### src/rtl/gen_tile_coord_pkg.sv
// rtl/gen_tile_coord_pkg.sv - shared tile-count and step helpers for gen_tile_coord
package gen_tile_coord_pkg;

    function automatic int ceil_div(input int num, input int den);
        return (num + den - 1) / den;
    endfunction

    // Distance between adjacent spatial tile origins; tiles overlap by the kernel halo.
    function automatic int tile_step(input int tile, input int k, input int s);
        return tile + s - k;
    endfunction

    function automatic int kernel_positions(input int dim, input int k, input int s);
        return (dim + s - k) / s;
    endfunction

    function automatic int spatial_tiles(input int dim, input int tile, input int k, input int s);
        return ceil_div(kernel_positions(dim, k, s), tile_step(tile, k, s) / s);
    endfunction

    function automatic int cnt_width(input int count);
        return (count > 1) ? $clog2(count) : 1;
    endfunction

    localparam int DEF_N_TILES   = ceil_div(128, 16);
    localparam int DEF_M_TILES   = ceil_div(256, 16);
    localparam int DEF_ROW_TILES = spatial_tiles(128, 64, 3, 1);
    localparam int DEF_COL_TILES = spatial_tiles(128, 16, 3, 1);
    localparam int DEF_ROW_STEP  = tile_step(64, 3, 1);
    localparam int DEF_COL_STEP  = tile_step(16, 3, 1);

endpackage

### src/rtl/gen_tile_coord_wrap_counter.sv
// rtl/gen_tile_coord_wrap_counter.sv - modulo-(MAX+1) index counter with carry-out
module wrap_counter
    import gen_tile_coord_pkg::*;
#(
    parameter int CW  = 4,
    parameter int MAX = 15
) (
    input  logic          clk,
    input  logic          rst,
    input  logic          ena,
    output logic [CW-1:0] cnt,
    output logic          wrap
);

    logic [CW-1:0] cnt_q;
    logic [CW-1:0] cnt_d;
    logic          at_max;

    assign at_max = (cnt_q == CW'(MAX));

    always_comb begin
        cnt_d = cnt_q;
        if (ena) begin
            cnt_d = at_max ? '0 : cnt_q + 1'b1;
        end
    end

    always_ff @(posedge clk or posedge rst) begin
        if (rst) begin
            cnt_q <= '0;
        end else begin
            cnt_q <= cnt_d;
        end
    end

    assign cnt  = cnt_q;
    assign wrap = ena & at_max;

endmodule

### src/rtl/gen_tile_coord.sv
// rtl/gen_tile_coord.sv - tile base coordinate generator, loop order n/row/col/m (outer to inner)
// Optional simulation checks enabled by GEN_TILE_COORD_CHECK_EN.
module gen_tile_coord
    import gen_tile_coord_pkg::*;
#(
    parameter int AW = 32,
    parameter int N  = 128,
    parameter int M  = 256,
    parameter int R  = 128,
    parameter int C  = 128,
    parameter int Tn = 16,
    parameter int Tm = 16,
    parameter int Tr = 64,
    parameter int Tc = 16,
    parameter int K  = 3,
    parameter int S  = 1
) (
    input  logic          clk,
    input  logic          rst,
    input  logic          conv_tile_done,
    output logic [AW-1:0] tile_base_n,
    output logic [AW-1:0] tile_base_m,
    output logic [AW-1:0] tile_base_row,
    output logic [AW-1:0] tile_base_col,
    output logic          last_tile
);

    localparam int ROW_STEP  = tile_step(Tr, K, S);
    localparam int COL_STEP  = tile_step(Tc, K, S);
    localparam int N_TILES   = ceil_div(N, Tn);
    localparam int M_TILES   = ceil_div(M, Tm);
    localparam int ROW_TILES = spatial_tiles(R, Tr, K, S);
    localparam int COL_TILES = spatial_tiles(C, Tc, K, S);
    localparam int N_CW      = cnt_width(N_TILES);
    localparam int M_CW      = cnt_width(M_TILES);
    localparam int ROW_CW    = cnt_width(ROW_TILES);
    localparam int COL_CW    = cnt_width(COL_TILES);

    logic [N_CW-1:0]   n_idx;
    logic [M_CW-1:0]   m_idx;
    logic [ROW_CW-1:0] row_idx;
    logic [COL_CW-1:0] col_idx;
    logic              m_wrap, col_wrap, row_wrap, n_wrap;

    wrap_counter #(.CW(M_CW), .MAX(M_TILES - 1)) u_m_cnt (
        .clk (clk), .rst (rst), .ena (conv_tile_done), .cnt (m_idx), .wrap (m_wrap)
    );

    wrap_counter #(.CW(COL_CW), .MAX(COL_TILES - 1)) u_col_cnt (
        .clk (clk), .rst (rst), .ena (m_wrap), .cnt (col_idx), .wrap (col_wrap)
    );

    wrap_counter #(.CW(ROW_CW), .MAX(ROW_TILES - 1)) u_row_cnt (
        .clk (clk), .rst (rst), .ena (col_wrap), .cnt (row_idx), .wrap (row_wrap)
    );

    wrap_counter #(.CW(N_CW), .MAX(N_TILES - 1)) u_n_cnt (
        .clk (clk), .rst (rst), .ena (row_wrap), .cnt (n_idx), .wrap (n_wrap)
    );

    // Bases track index*step by accumulation, so no multipliers are needed.
    logic [AW-1:0] base_n_q, base_m_q, base_row_q, base_col_q;

    always_ff @(posedge clk or posedge rst) begin
        if (rst) begin
            base_n_q   <= '0;
            base_m_q   <= '0;
            base_row_q <= '0;
            base_col_q <= '0;
        end else begin
            if (conv_tile_done) base_m_q   <= m_wrap   ? '0 : base_m_q   + AW'(Tm);
            if (m_wrap)         base_col_q <= col_wrap ? '0 : base_col_q + AW'(COL_STEP);
            if (col_wrap)       base_row_q <= row_wrap ? '0 : base_row_q + AW'(ROW_STEP);
            if (row_wrap)       base_n_q   <= n_wrap   ? '0 : base_n_q   + AW'(Tn);
        end
    end

    assign tile_base_n   = base_n_q;
    assign tile_base_m   = base_m_q;
    assign tile_base_row = base_row_q;
    assign tile_base_col = base_col_q;

    assign last_tile = (n_idx   == N_CW'(N_TILES - 1))
                     & (m_idx   == M_CW'(M_TILES - 1))
                     & (row_idx == ROW_CW'(ROW_TILES - 1))
                     & (col_idx == COL_CW'(COL_TILES - 1));

`ifdef GEN_TILE_COORD_CHECK_EN
    if (Tr <= K - S) begin : g_bad_tr
        $error("gen_tile_coord: Tr must exceed K-S");
    end
    if (Tc <= K - S) begin : g_bad_tc
        $error("gen_tile_coord: Tc must exceed K-S");
    end

    always @(posedge clk) begin
        if (!rst) begin
            assert (int'(n_idx) <= N_TILES - 1)     else $error("gen_tile_coord: n index out of range");
            assert (int'(m_idx) <= M_TILES - 1)     else $error("gen_tile_coord: m index out of range");
            assert (int'(row_idx) <= ROW_TILES - 1) else $error("gen_tile_coord: row index out of range");
            assert (int'(col_idx) <= COL_TILES - 1) else $error("gen_tile_coord: col index out of range");
        end
    end
`endif

endmodule

### config.mk
export PLATFORM = sky130hd
export DESIGN_NAME = gen_tile_coord
export DESIGN_NICKNAME = d
export VERILOG_FILES = /design/src/rtl/gen_tile_coord_pkg.sv /design/src/rtl/gen_tile_coord_wrap_counter.sv /design/src/rtl/gen_tile_coord.sv
export SDC_FILE = /design/constraint.sdc
export NUM_CORES = 1
export LEC_CHECK = 0
export BUFFER_PORTS_ARGS = -buffer_cell sky130_fd_sc_hd__buf_4
export CORE_MARGIN = 2
export CORE_UTILIZATION = 35
export DETAILED_ROUTE_END_ITERATION = 10
export PLACE_DENSITY = 0.57
export SLEW_MARGIN = 15
export SYNTH_ARGS = -nofsm -noshare
export SYNTH_HDL_FRONTEND = slang
export SYNTH_SLANG_ARGS = --single-unit
### constraint.sdc
create_clock -name clk -period 13.95 [get_ports clk]
set_clock_uncertainty 0.1 [all_clocks]
set_input_delay 2.79 -clock clk [delete_from_list [all_inputs] [get_ports clk]]
set_output_delay 2.79 -clock clk [all_outputs]
set_load 0.03 [all_outputs]
# Word level (Yosys, flattened, before mapping)
# Cells that the tools add are included.
# totals
ff_bits,141
out_inout_bits,129
wordCells,35
# op_classes
n_addsub,8
n_eq_ne,4
mux,8
bitwise_logic,7
# ops
op,n
32-bit 2-to-1 mux,4
"32-bit by 5-bit adder with 32-bit output, second input constant",2
"32-bit by 4-bit adder with 32-bit output, second input constant",1
"32-bit by 6-bit adder with 32-bit output, second input constant",1
"4-bit by 1-bit adder with 4-bit output, second input constant",2
"4-bit == test, second input constant",2
4-bit 2-to-1 mux,2
1-bit AND,7
"3-bit by 1-bit adder with 3-bit output, second input constant",1
"3-bit == test, second input constant",1
3-bit 2-to-1 mux,1
"2-bit by 1-bit adder with 2-bit output, second input constant",1
"2-bit == test, second input constant",1
2-bit 2-to-1 mux,1

# Longest topological paths before layout
# depth
depth_word,6
mapped_depth,9
mapped_depth_nobuf,7

# Cells and area by module
# From an unflattened synthesis, not the netlist that was laid out.
# hier_totals
cells_unflattened,774
area_unflattened_um2,7143.1
# modules_own_cells
module,n_inst,cells_each,area_per_inst_um2
gen_tile_coord,1,706,6477.5
wrap_counter (u_col_cnt),1,25,221.5
wrap_counter (u_m_cnt),1,20,191.4
wrap_counter (u_n_cnt),1,13,156.4
wrap_counter (u_row_cnt),1,10,96.3

# Worst setup path after synthesis
# No wires, ideal clock.
# synth_path
path_type,reg2out
from,register u_col_cnt.cnt_q[0] (netlist: u_col_cnt.cnt[0])
to,output last_tile
arrival_time_ns,1.823
required_time_ns,11.060
slack_ns,9.237
stages_incl_launch_ff,6
path_buffers,1
path_cell_list,dfrtp_1 inv_1 ha_1 nand3b_1 buf_2 nor4_1
# synth_between
elab_chain_cells,2
# synth_rtl
item,line_no,source
from (decl),gen_tile_coord_wrap_counter.sv:15,logic [CW-1:0] cnt_q;
from (signal assigned),gen_tile_coord_wrap_counter.sv:32,cnt_q <= cnt_d;
4-bit == test,gen_tile_coord.sv:86,& (col_idx == COL_CW'(COL_TILES - 1));
1-bit AND,gen_tile_coord.sv:86,
to (decl),gen_tile_coord.sv:25,output logic last_tile
# Every way passes these cells.

# Final worst setup path
# Ends and elaborated chain as after synthesis.

==> results.toml <==
[run_status]
outcome = "completed"

[sta]
hold_viol_final = 0
slew_viol_final = 0
rsz0062_at_grt = "false"
slew_headroom_pct = 23.7
worst_slew_pin_slew_ns = 1.14
whs_ns = 0.386
fin_crit_ns = 5.37
finalSetupTns_ns = 0
fin_crit_sh_pct = 38.5
max_freq_mhz = 186
setup_ws_ns = 8.58
setup_viol = 0

[yosys]
synth_top_family_by_area = "simple AND/OR/NAND/NOR gates"
ys_types = 43
ys_seq_area_share_pct = 49.3
ys.flop_type = "dfrtp_1"
syn_avg_cell_area_um2 = 9.28
synth-simple-area-share_pct = 27.6
synth_seq_cells = 131
synth_compound_area_share_pct = 5.10
synth-edff-count = 0
synthArstFlopShare_pct = 100
synth_warnings = 0
yosys.area_share.adder_pct = 1.69
syn_area_um2 = 6650
post_synth_mux_area_share_pct = 0.320
syn_inst = 717
synth_xor_area_share_pct = 12.1

[die]
rows = 50
die_area_um2 = 20100
top_level_ports = 132
coreArea_um2 = 18700
floorplan.initialDensity_pct = 35.6
die_w_um = 142
die_y_um = 142

[critical_path]
path_cells = "inv_1 -> ha_1 -> nand3b_1 -> nor4_1 -> buf_4"
cpPeakStageDelay_ns = 0.67
crit_path_start_kind = "flip-flop"
critPathKind = "flip-flop to primary output"
cp_max_fo = 11
critical_path_arrival_ns = 2.48
slowest_stage = "nor4_1"
cp.required_ns = 11.06
end_kind = "primary output"

[clock_network]
cts_num_sinks = 131
ctsResizeCount = 0
cts_buffer_depth = 2
clk_latency_ns = 0.41
hold_buffers = 0
clk_pin_slew_ns = 0.06
cts_tree = "yes"
clockRootBuffer = "clkbuf_16"
postCtsSetupRepairBufs = 0
cts_buffers = 17
ctsHtreeMaxLevel = 4

[drt]
drt_iter0_drc = 316
finalWirelength_mm = 15.9
vias = 5462
drc = 0
ant_nets = 0
firstDrtPassIters = 4
viasPerCell = 5.03
wire_per_inst_um = 14.7

[pwr]
power_density_nw_per_um2 = 132
ir_drop_mv = 0.0922
p_leak_nw = 4.01

[placement]
placedCellCount = 1054
io_buffers = 121
place_hpwl_mm = 10.6
routabilityCongestion = 0.780
dp_slack_ns = 8.59

[final_layout]
multiInputGateArea_um2 = 3170
area_growth_pct = 26.7
fillers = 1851
post-route-util_pct = 45.1
regArea_um2 = 3280
fin_nets = 851
drive_above_1_share_pct = 20.9
antenna_cells = 0
final_cells = 1086

[grt]
overflow = 0
grt_start_max_net_pins = 69
track_usage_pct = 16.4
antenna_found_initial = 0
grt_first_pass_wirelength_mm = 26.6
grt_pass1_vias = 5180

[hold_path]
min_path_type = "flip-flop to flip-flop"

[run]
drv_cap = 0
## stage by stage
step | total power [W] | instance area, µm²
after floorplan | 0.000575 | 6690
after global placement | 0.000636 | 7790
after CTS | 0.00113 | 8420
after global routing | 0.00117 | 8430
final | 0.00111 | 8430
after detailed placement | 0.000639 | 7790
## cell usage in the layout (no fill, tap or decap), types with 3 or more instances in the layout
cell type	synthesis	final
a21oi_1	12	12
nand2_1	79	79
bufinv_16	0	4
ha_1	9	9
nand3_1	51	51
inv_1	17	16
xor2_1	71	71
nor4_1	12	11
nand4_1	49	49
dfrtp_1	131	131
o21ai_0	30	30
nand2b_1	3	3
buf_4	11	131
or3_1	5	5
and3_1	12	12
conb_1	1	10
nor2_1	108	107
o31ai_1	5	5
nand3b_1	3	3
or4_1	4	4
and4_1	8	8
nor4_2	4	4
clkbuf_16	0	17
and2_1	3	3
xnor2_1	21	21
o211ai_1	3	3
nor3_1	18	17
clkinv_2	0	4
## flip-flops by register name, indices dropped and copies added (netlist names)
| signal | cells |
|---|---|
| tile_base_m | 28 |
| u_n_cnt.cnt | 3 |
| u_col_cnt.cnt | 4 |
| tile_base_row | 31 |
| u_row_cnt.cnt | 2 |
| u_m_cnt.cnt | 4 |
| tile_base_col | 31 |
| tile_base_n | 28 |
## cell usage after synthesis, types with 8 or more instances
| master | instances | area [µm²] |
|---|---|---|
| dfrtp_1 | 131 | 3280 |
| nand4_1 | 49 | 307 |
| a21oi_1 | 12 | 60.1 |
| clkbuf_1 | 15 | 56.3 |
| and3_1 | 12 | 75.1 |
| nand3_1 | 51 | 255 |
| nand2_1 | 79 | 297 |
| inv_1 | 17 | 63.8 |
| o21ai_0 | 30 | 150 |
| nor4_1 | 12 | 75.1 |
| buf_2 | 10 | 50.1 |
| ha_1 | 9 | 113 |
| nor3_1 | 18 | 90.1 |
| xnor2_1 | 21 | 184 |
| and4_1 | 8 | 70.1 |
| xor2_1 | 71 | 622 |
| buf_4 | 11 | 82.6 |
| nor2_1 | 108 | 405 |
## area by class of cell
cell class / instances / share of cell area, %
Clock buffer: 19 / 5.37
Clock inverter: 13 / 2.15
Inverter: 17 / 0.787
Multi-Input combinational cell: 541 / 37.7
Sequential cell: 131 / 38.9
Tap cell: 234 / 3.47
Timing Repair Buffer: 131 / 11.7
## where the power goes
part | internal, W | switching, W
registers | 0.000408 | 0.0000400
logic | 0.0000623 | 0.000122
clock network | 0.000309 | 0.000174
total | 0.000779 | 0.000336
## critical path: cells and delay by family, from the launching register on
kind / cells / cell delay [ns]
buffers and inverters: 2 / 0.34
and+or+nand+nor: 2 / 1.15
DFF: 1 / 0.42
adders and majority gates: 1 / 0.16
## kinds of logic after synthesis
group                      after synthesis
buffers and inverters                   54
AOI/OAI and AO/OA                       59
DFF                                    131
adders and majority gates                9
muxes                                    2
xor gates and xnor gates                92
and+or+nand+nor                        369
other                                    1
## final timing paths
kind                                         startpoint                            to  slack, ns  cells past startpoint
min in group asynchronous                           rst    tile_base_n[5]$_DFFE_PP0P_       2.42                      2
max in group asynchronous                           rst  tile_base_col[2]$_DFFE_PP0N_       9.95                      3
hold reg to reg              u_n_cnt.cnt[2]$_DFFE_PP0P_    u_n_cnt.cnt[2]$_DFFE_PP0P_       0.39                      2
hold / removal               u_n_cnt.cnt[2]$_DFFE_PP0P_    u_n_cnt.cnt[2]$_DFFE_PP0P_       0.39                      2
setup reg to reg             u_m_cnt.cnt[0]$_DFFE_PP0P_   tile_base_n[16]$_DFFE_PP0P_      10.92                      6
setup / recovery           u_col_cnt.cnt[0]$_DFFE_PP0N_                     last_tile       8.58                      5
## layer usage
| layer | GRT usage (%) | part of all wire [%] | vias up |
|---|---|---|---|
| met5 | 0 | 0 | - |
| met4 | 5.16 | 0.80 | 0 |
| li1 | - | - | 2727 |
| met1 | 22.9 | 49 | 2621 |
| met2 | 25.7 | 46 | 105 |
| met3 | 3.24 | 3.6 | 9 |
(Power assumes the default switching activity.)
